$ cat src/rtl/uart_tx_arbiter_if.sv
// uart_tx_arbiter_if: request/grant bus between byte producers, the arbiter and the UART.
// slave = arbiter side; master = producers plus UART side.
`default_nettype none

interface uart_tx_arbiter_if #(
  parameter int N_REQ  = 3,
  parameter int DATA_W = 8
);
  logic [N_REQ-1:0]        req;
  logic [N_REQ*DATA_W-1:0] req_data;
  logic [N_REQ-1:0]        grant;
  logic [N_REQ-1:0]        ack;
  logic                    err;
  logic                    busy;
  logic                    tx_en;
  logic [DATA_W-1:0]       tx_data;
  logic                    tx_done;

  modport master (
    output req, req_data, tx_done,
    input  grant, ack, err, busy, tx_en, tx_data
  );

  modport slave (
    input  req, req_data, tx_done,
    output grant, ack, err, busy, tx_en, tx_data
  );
endinterface

`default_nettype wire

$ cat src/rtl/uart_tx_arbiter.sv
// uart_tx_arbiter: round-robin scheduler sharing one UART transmitter between N_REQ producers,
// with a BUSY watchdog so a UART that never signals tx_done cannot hang the system.
`default_nettype none

module uart_tx_arbiter #(
  parameter int N_REQ   = 3,
  parameter int DATA_W  = 8,
  parameter int TIMEOUT = 60000
) (
  input  logic             clk,
  input  logic             reset,
  uart_tx_arbiter_if.slave bus
);

  localparam int IDX_W = (N_REQ > 1) ? $clog2(N_REQ) : 1;
  localparam int CW    = IDX_W + 1;
  localparam logic [IDX_W-1:0] LAST_RST = IDX_W'(N_REQ - 1);
  localparam logic [15:0]      CNT_LAST = 16'(TIMEOUT - 1);

  typedef enum logic [1:0] {
    S_IDLE = 2'd0,
    S_LOAD = 2'd1,
    S_BUSY = 2'd2,
    S_ACK  = 2'd3
  } state_t;

  state_t              state_q, state_d;
  logic [N_REQ-1:0]    grant_q, grant_d;
  logic [N_REQ-1:0]    ack_q, ack_d;
  logic                err_q, err_d;
  logic                tx_en_q, tx_en_d;
  logic [DATA_W-1:0]   tx_data_q, tx_data_d;
  logic [15:0]         cnt_q, cnt_d;
  logic [IDX_W-1:0]    last_q, last_d;
  logic [IDX_W-1:0]    owner_q, owner_d;

  logic                win_valid;
  logic [IDX_W-1:0]    win_idx;

  // Scan from farthest to nearest after last, so the nearest requester is written last and wins.
  always_comb begin
    logic [CW-1:0] cand;
    win_valid = 1'b0;
    win_idx   = '0;
    cand      = '0;
    for (int k = N_REQ; k >= 1; k--) begin
      cand = {1'b0, last_q} + CW'(k);
      if (cand >= CW'(N_REQ)) begin
        cand = cand - CW'(N_REQ);
      end
      if (bus.req[cand[IDX_W-1:0]]) begin
        win_valid = 1'b1;
        win_idx   = cand[IDX_W-1:0];
      end
    end
  end

  always_comb begin
    state_d   = state_q;
    grant_d   = grant_q;
    ack_d     = '0;
    err_d     = 1'b0;
    tx_en_d   = 1'b0;
    tx_data_d = tx_data_q;
    cnt_d     = cnt_q;
    last_d    = last_q;
    owner_d   = owner_q;

    case (state_q)
      S_IDLE: begin
        if (win_valid) begin
          grant_d          = '0;
          grant_d[win_idx] = 1'b1;
          owner_d          = win_idx;
          tx_data_d        = bus.req_data[int'(win_idx)*DATA_W +: DATA_W];
          tx_en_d          = 1'b1;
          state_d          = S_LOAD;
        end
      end
      S_LOAD: begin
        cnt_d   = '0;
        state_d = S_BUSY;
      end
      S_BUSY: begin
        // A completion on the same edge as the watchdog expiry counts as success.
        if (bus.tx_done) begin
          ack_d   = grant_q;
          state_d = S_ACK;
        end else if (cnt_q == CNT_LAST) begin
          ack_d   = grant_q;
          err_d   = 1'b1;
          state_d = S_ACK;
        end else begin
          cnt_d = cnt_q + 16'd1;
        end
      end
      S_ACK: begin
        last_d  = owner_q;
        grant_d = '0;
        state_d = S_IDLE;
      end
      default: state_d = S_IDLE;
    endcase
  end

  always_ff @(posedge clk or negedge reset) begin
    if (!reset) begin
      state_q   <= S_IDLE;
      grant_q   <= '0;
      ack_q     <= '0;
      err_q     <= 1'b0;
      tx_en_q   <= 1'b0;
      tx_data_q <= '0;
      cnt_q     <= '0;
      last_q    <= LAST_RST;
      owner_q   <= '0;
    end else begin
      state_q   <= state_d;
      grant_q   <= grant_d;
      ack_q     <= ack_d;
      err_q     <= err_d;
      tx_en_q   <= tx_en_d;
      tx_data_q <= tx_data_d;
      cnt_q     <= cnt_d;
      last_q    <= last_d;
      owner_q   <= owner_d;
    end
  end

  assign bus.grant   = grant_q;
  assign bus.ack     = ack_q;
  assign bus.err     = err_q;
  assign bus.tx_en   = tx_en_q;
  assign bus.tx_data = tx_data_q;
  assign bus.busy    = (state_q != S_IDLE);

endmodule

`default_nettype wire

$ cat src/flat_wrapper.sv
// flat-port wrapper written by rule: the top's interface ports become plain ports
module uart_tx_arbiter_flat 
#(
  parameter int N_REQ   = 3,
  parameter int DATA_W  = 8,
  parameter int TIMEOUT = 60000
)
  (clk, reset, bus_req, bus_req_data, bus_tx_done, bus_grant, bus_ack, bus_err, bus_busy, bus_tx_en, bus_tx_data);
  uart_tx_arbiter_if #(.N_REQ(N_REQ), .DATA_W(DATA_W)) bus_i ();
  input  logic clk;
  input  logic reset;
  input wire logic [$bits(bus_i.req)-1:0] bus_req;
  input wire logic [$bits(bus_i.req_data)-1:0] bus_req_data;
  input wire logic [$bits(bus_i.tx_done)-1:0] bus_tx_done;
  output wire logic [$bits(bus_i.grant)-1:0] bus_grant;
  output wire logic [$bits(bus_i.ack)-1:0] bus_ack;
  output wire logic [$bits(bus_i.err)-1:0] bus_err;
  output wire logic [$bits(bus_i.busy)-1:0] bus_busy;
  output wire logic [$bits(bus_i.tx_en)-1:0] bus_tx_en;
  output wire logic [$bits(bus_i.tx_data)-1:0] bus_tx_data;
  assign bus_i.req = bus_req;
  assign bus_i.req_data = bus_req_data;
  assign bus_i.tx_done = bus_tx_done;
  assign bus_grant = bus_i.grant;
  assign bus_ack = bus_i.ack;
  assign bus_err = bus_i.err;
  assign bus_busy = bus_i.busy;
  assign bus_tx_en = bus_i.tx_en;
  assign bus_tx_data = bus_i.tx_data;
  uart_tx_arbiter #(.N_REQ(N_REQ), .DATA_W(DATA_W), .TIMEOUT(TIMEOUT)) u_core (.clk(clk), .reset(reset), .bus(bus_i));
endmodule
$ cat config.mk
export PLATFORM = sky130hd
export DESIGN_NAME = uart_tx_arbiter_flat
export DESIGN_NICKNAME = d
export VERILOG_FILES = /design/src/rtl/uart_tx_arbiter_if.sv /design/src/rtl/uart_tx_arbiter.sv /design/src/flat_wrapper.sv
export SDC_FILE = /design/constraint.sdc
export NUM_CORES = 1
export LEC_CHECK = 0
export BUFFER_PORTS_ARGS = -buffer_cell sky130_fd_sc_hd__buf_2
export CAP_MARGIN = 10
export CORE_MARGIN = 4
export CORE_UTILIZATION = 54
export CTS_CLUSTER_DIAMETER = 80
export CTS_CLUSTER_SIZE = 16
export DETAILED_ROUTE_END_ITERATION = 8
export PLACE_DENSITY = 0.82
export SKIP_CTS_REPAIR_TIMING = 1
export SYNTH_ARGS = -nofsm -noshare
export SYNTH_HDL_FRONTEND = slang
export SYNTH_SLANG_ARGS = --single-unit
export TNS_END_PERCENT = 30
$ cat constraint.sdc
create_clock -name clk -period 2.6 [get_ports clk]
set_input_delay 0.39 -clock clk [delete_from_list [all_inputs] [get_ports clk]]
set_output_delay 0.39 -clock clk [all_outputs]
set_load 0.02 [all_outputs]
==> impl_metrics.yaml <==
run_status:
  status: "finished clean"
yosys:
  synth_edf_count: 0
  synthesis.nets: 247
  synth_most_common_cell: "dfrtp_1"
  ys_seq_elements: 38
  yosysTopAreaCellShare_pct: 43.45
  synth_ff_type: "dfrtp_1"
  synth.area.top_cells: "dfrtp_1, ha_1, nor2_1"
  synth_top_area_cell: "dfrtp_1"
  yosysWarnings: 0
  synth_cell_types: 48
  synth_area_per_cell_um2: 10.24
  synth.top_cells.by_count: "dfrtp_1, nor2_1, nand2_1"
  ys_seq_area_share_pct: 44.69
  syn-cell-area_um2: 2131
  async_flop_share_pct: 100.0
  netlist_instances: 208
placement:
  pre_cts_ws_ps: 249.9
  gp_congestion: 0.9117
  port_buffers: 46
  dpl.hpwl_um: 3350
global_route:
  grt_first_pass_wirelength_um: 7583
  grt_max_degree: 39
  overflow: 0
  grt_pass1_vias: 1593
  antenna_found_initial: 0
  grt.total_usage_pct: 19.05
die:
  coreArea_um2: 3744
  start_util_pct: 56.92
  num_io_pins: 47
  die_area_um2: 5015
  chipWidth_um: 70.82
  die_y_um: 70.82
  rows: 22
route:
  drc: 0
  ant_nets: 0
  vias: 1675
  via_per_inst: 5.510
  firstDrtPassIters: 4
  wl_per_cell_um: 15.13
  drt_wl_total_um: 4599
  drtIter0Drc: 79
sta:
  fin_ws_ps: 199.6
  rsz0062_at_grt: "no"
  setup_viol: 0
  finalHoldViolCount: 0
  finalSetupTns_ps: 0
  finalMaxSlewViolations: 0
  worst_pin_slew_ps: 848.1
  fmax_ghz: 0.4166
  whs_ps: 202.3
  finClkSkew_ps: 7.820
  timing.final.crit_share_pct: 92.32
  fin_crit_ps: 2400
  slew_headroom_pct: 43.46
pwr:
  pwr-share-clk_pct: 16.7
  p_total_uw: 2530
  p_sw_share_pct: 42.61
  p_int_uw: 1452
  power_density_nw_per_um2: 1030
  power.leakage_uw: 0.001154
  switchingPower_uw: 1078
  comb_power_share_pct: 49.0
  vdd_drop_max_v: 0.0007503
  pwr-share-seq_pct: 34.3
critical_path:
  critical_path_buf_inv_count: 1
  worstPathCellList: "inv_1, ha_1, nand2b_1, a221oi_2, and2_1, a221oi_1, a21oi_1"
  cpPeakStageDelay_ps: 540
  required_ps: 2830
  crit_fanout: 10
  start_kind: "flop"
  arrival_ps: 2630
  worst_setup_path_end_kind: "flop"
  worstSetupPathType: "flop to flop"
  cp_slowest_cell: "dfstp_2"
  cp_top_family: "compound AO/OA/AOI/OAI gates"
worst_hold_path:
  hp-class: "primary input to async pin"
clocking:
  cts_buffers: 5
  htreeDepth: 2
  cts.sinks: 38
  cts_root_buffer: "clkbuf_8"
  path_clk_slew_ps: 80
  clockBufferDepth: 2
  clkLatencyLatePin_ps: 300
  cts_tree: "done"
finish:
  syn2layout_area_growth_pct: 15.27
  nFillCells: 324
  final_util_pct: 65.61
  nets: 294
  num_antenna_cells: 0
  drive_gt1_share_pct: 28.13
job:
  max_cap_viol_count: 0
## worst paths after layout
check                                               from                                end  slack, ps  cells after the start
max                         u_core.last_q[1]$_DFFE_PN1P_  u_core.bus.tx_data[2]$_DFFE_PN0P_        200                      7
min                                                reset      u_core.owner_q[1]$_DFFE_PN0P_        200                      1
max reg2reg                 u_core.last_q[1]$_DFFE_PN1P_  u_core.bus.tx_data[2]$_DFFE_PN0P_        200                      7
min reg2reg                u_core.owner_q[1]$_DFFE_PN0P_       u_core.last_q[1]$_DFFE_PN1P_        510                      2
max in group asynchronous                          reset           u_core.bus.err$_DFF_PN0_       1870                      1
min in group clk                         bus_req_data[0]  u_core.bus.tx_data[0]$_DFFE_PN0P_        400                      3
## metrics by stage
stage               std cells  area [um^2]
global route              304         2456
finish                    304         2456
floorplan                 208         2131
CTS                       304         2456
global placement          296         2365
detailed placement        296         2365
## metal layers
metal  track usage, %  wire length [um]  part of all wire [%]  vias to the layer above
met4            7.933               119                   2.6                        0
met3            4.545               207                   4.5                       13
met5                0                 0                     0                        -
li1                 -                 -                     -                      821
met2            29.66              2215                    48                       38
met1            25.52              2057                    45                      803
## placed cells by master, fill, tap and decap left out, types with 3 or more instances in the layout
cell and instances:
a21oi_1 10, a221oi_1 7, and2_1 5, buf_2 46
clkbuf_8 6, dfrtp_1 37, ha_1 9, inv_1 10
nand2_1 14, nand3_1 4, nand4_1 3, nor2_1 30
nor2b_1 5, nor3_1 3, o21a_1 8, o21ai_0 4
xnor2_1 3, xor2_1 10
## power by group through the flow
stage	clock network (uW)	logic (uW)	registers, uW
after floorplan	0	882	972
after global placement	0	1200	868
after detailed placement	0	1240	877
after CTS	432	1250	868
after global routing	458	1370	892
final	423	1240	867
## worst reg2reg max path, delay by kind of cell, from the launching register on
kind / cells / cell delay [ps]
adders and majority gates: 1 / 450
AOI/OAI and AO/OA: 3 / 720
and+or+nand+nor: 2 / 560
buffers and inverters: 1 / 70
DFF: 1 / 540
## cell families (layout without fill, tap and decap cells)
logic type | Yosys count | in the layout | synth area share (%)
buffers and inverters | 18 | 66 | 5.109
flip-flops | 38 | 38 | 44.69
AO/OA/AOI/OAI | 47 | 47 | 18.26
multiplexers | 5 | 5 | 2.525
XOR/XNOR | 13 | 13 | 5.344
adder cells (fa/ha/maj) | 9 | 9 | 5.285
AND/OR/NAND/NOR | 78 | 78 | 18.79
## cell type report
cell class              count  area, um^2  area share (%)
multi-input cells         152        1070           43.56
flip-flops and latches     38       952.2           38.77
repair buffers             48       245.2           9.985
clock buffers               7       86.33           3.515
well taps                  48       60.06           2.445
inverters                  10       37.54           1.528
clock inverters             1       5.005          0.2038
## flip-flops by register name (all words and copies together), names as in the netlist
signal / count
u_core.cnt_q: 16
u_core.bus.tx_data: 8
u_core.bus.ack: 3
u_core.bus.grant: 3
u_core.last_q: 2
u_core.owner_q: 2
u_core.state_q: 2
u_core.bus.err: 1
u_core.bus.tx_en: 1
(Power assumes the default switching activity.)
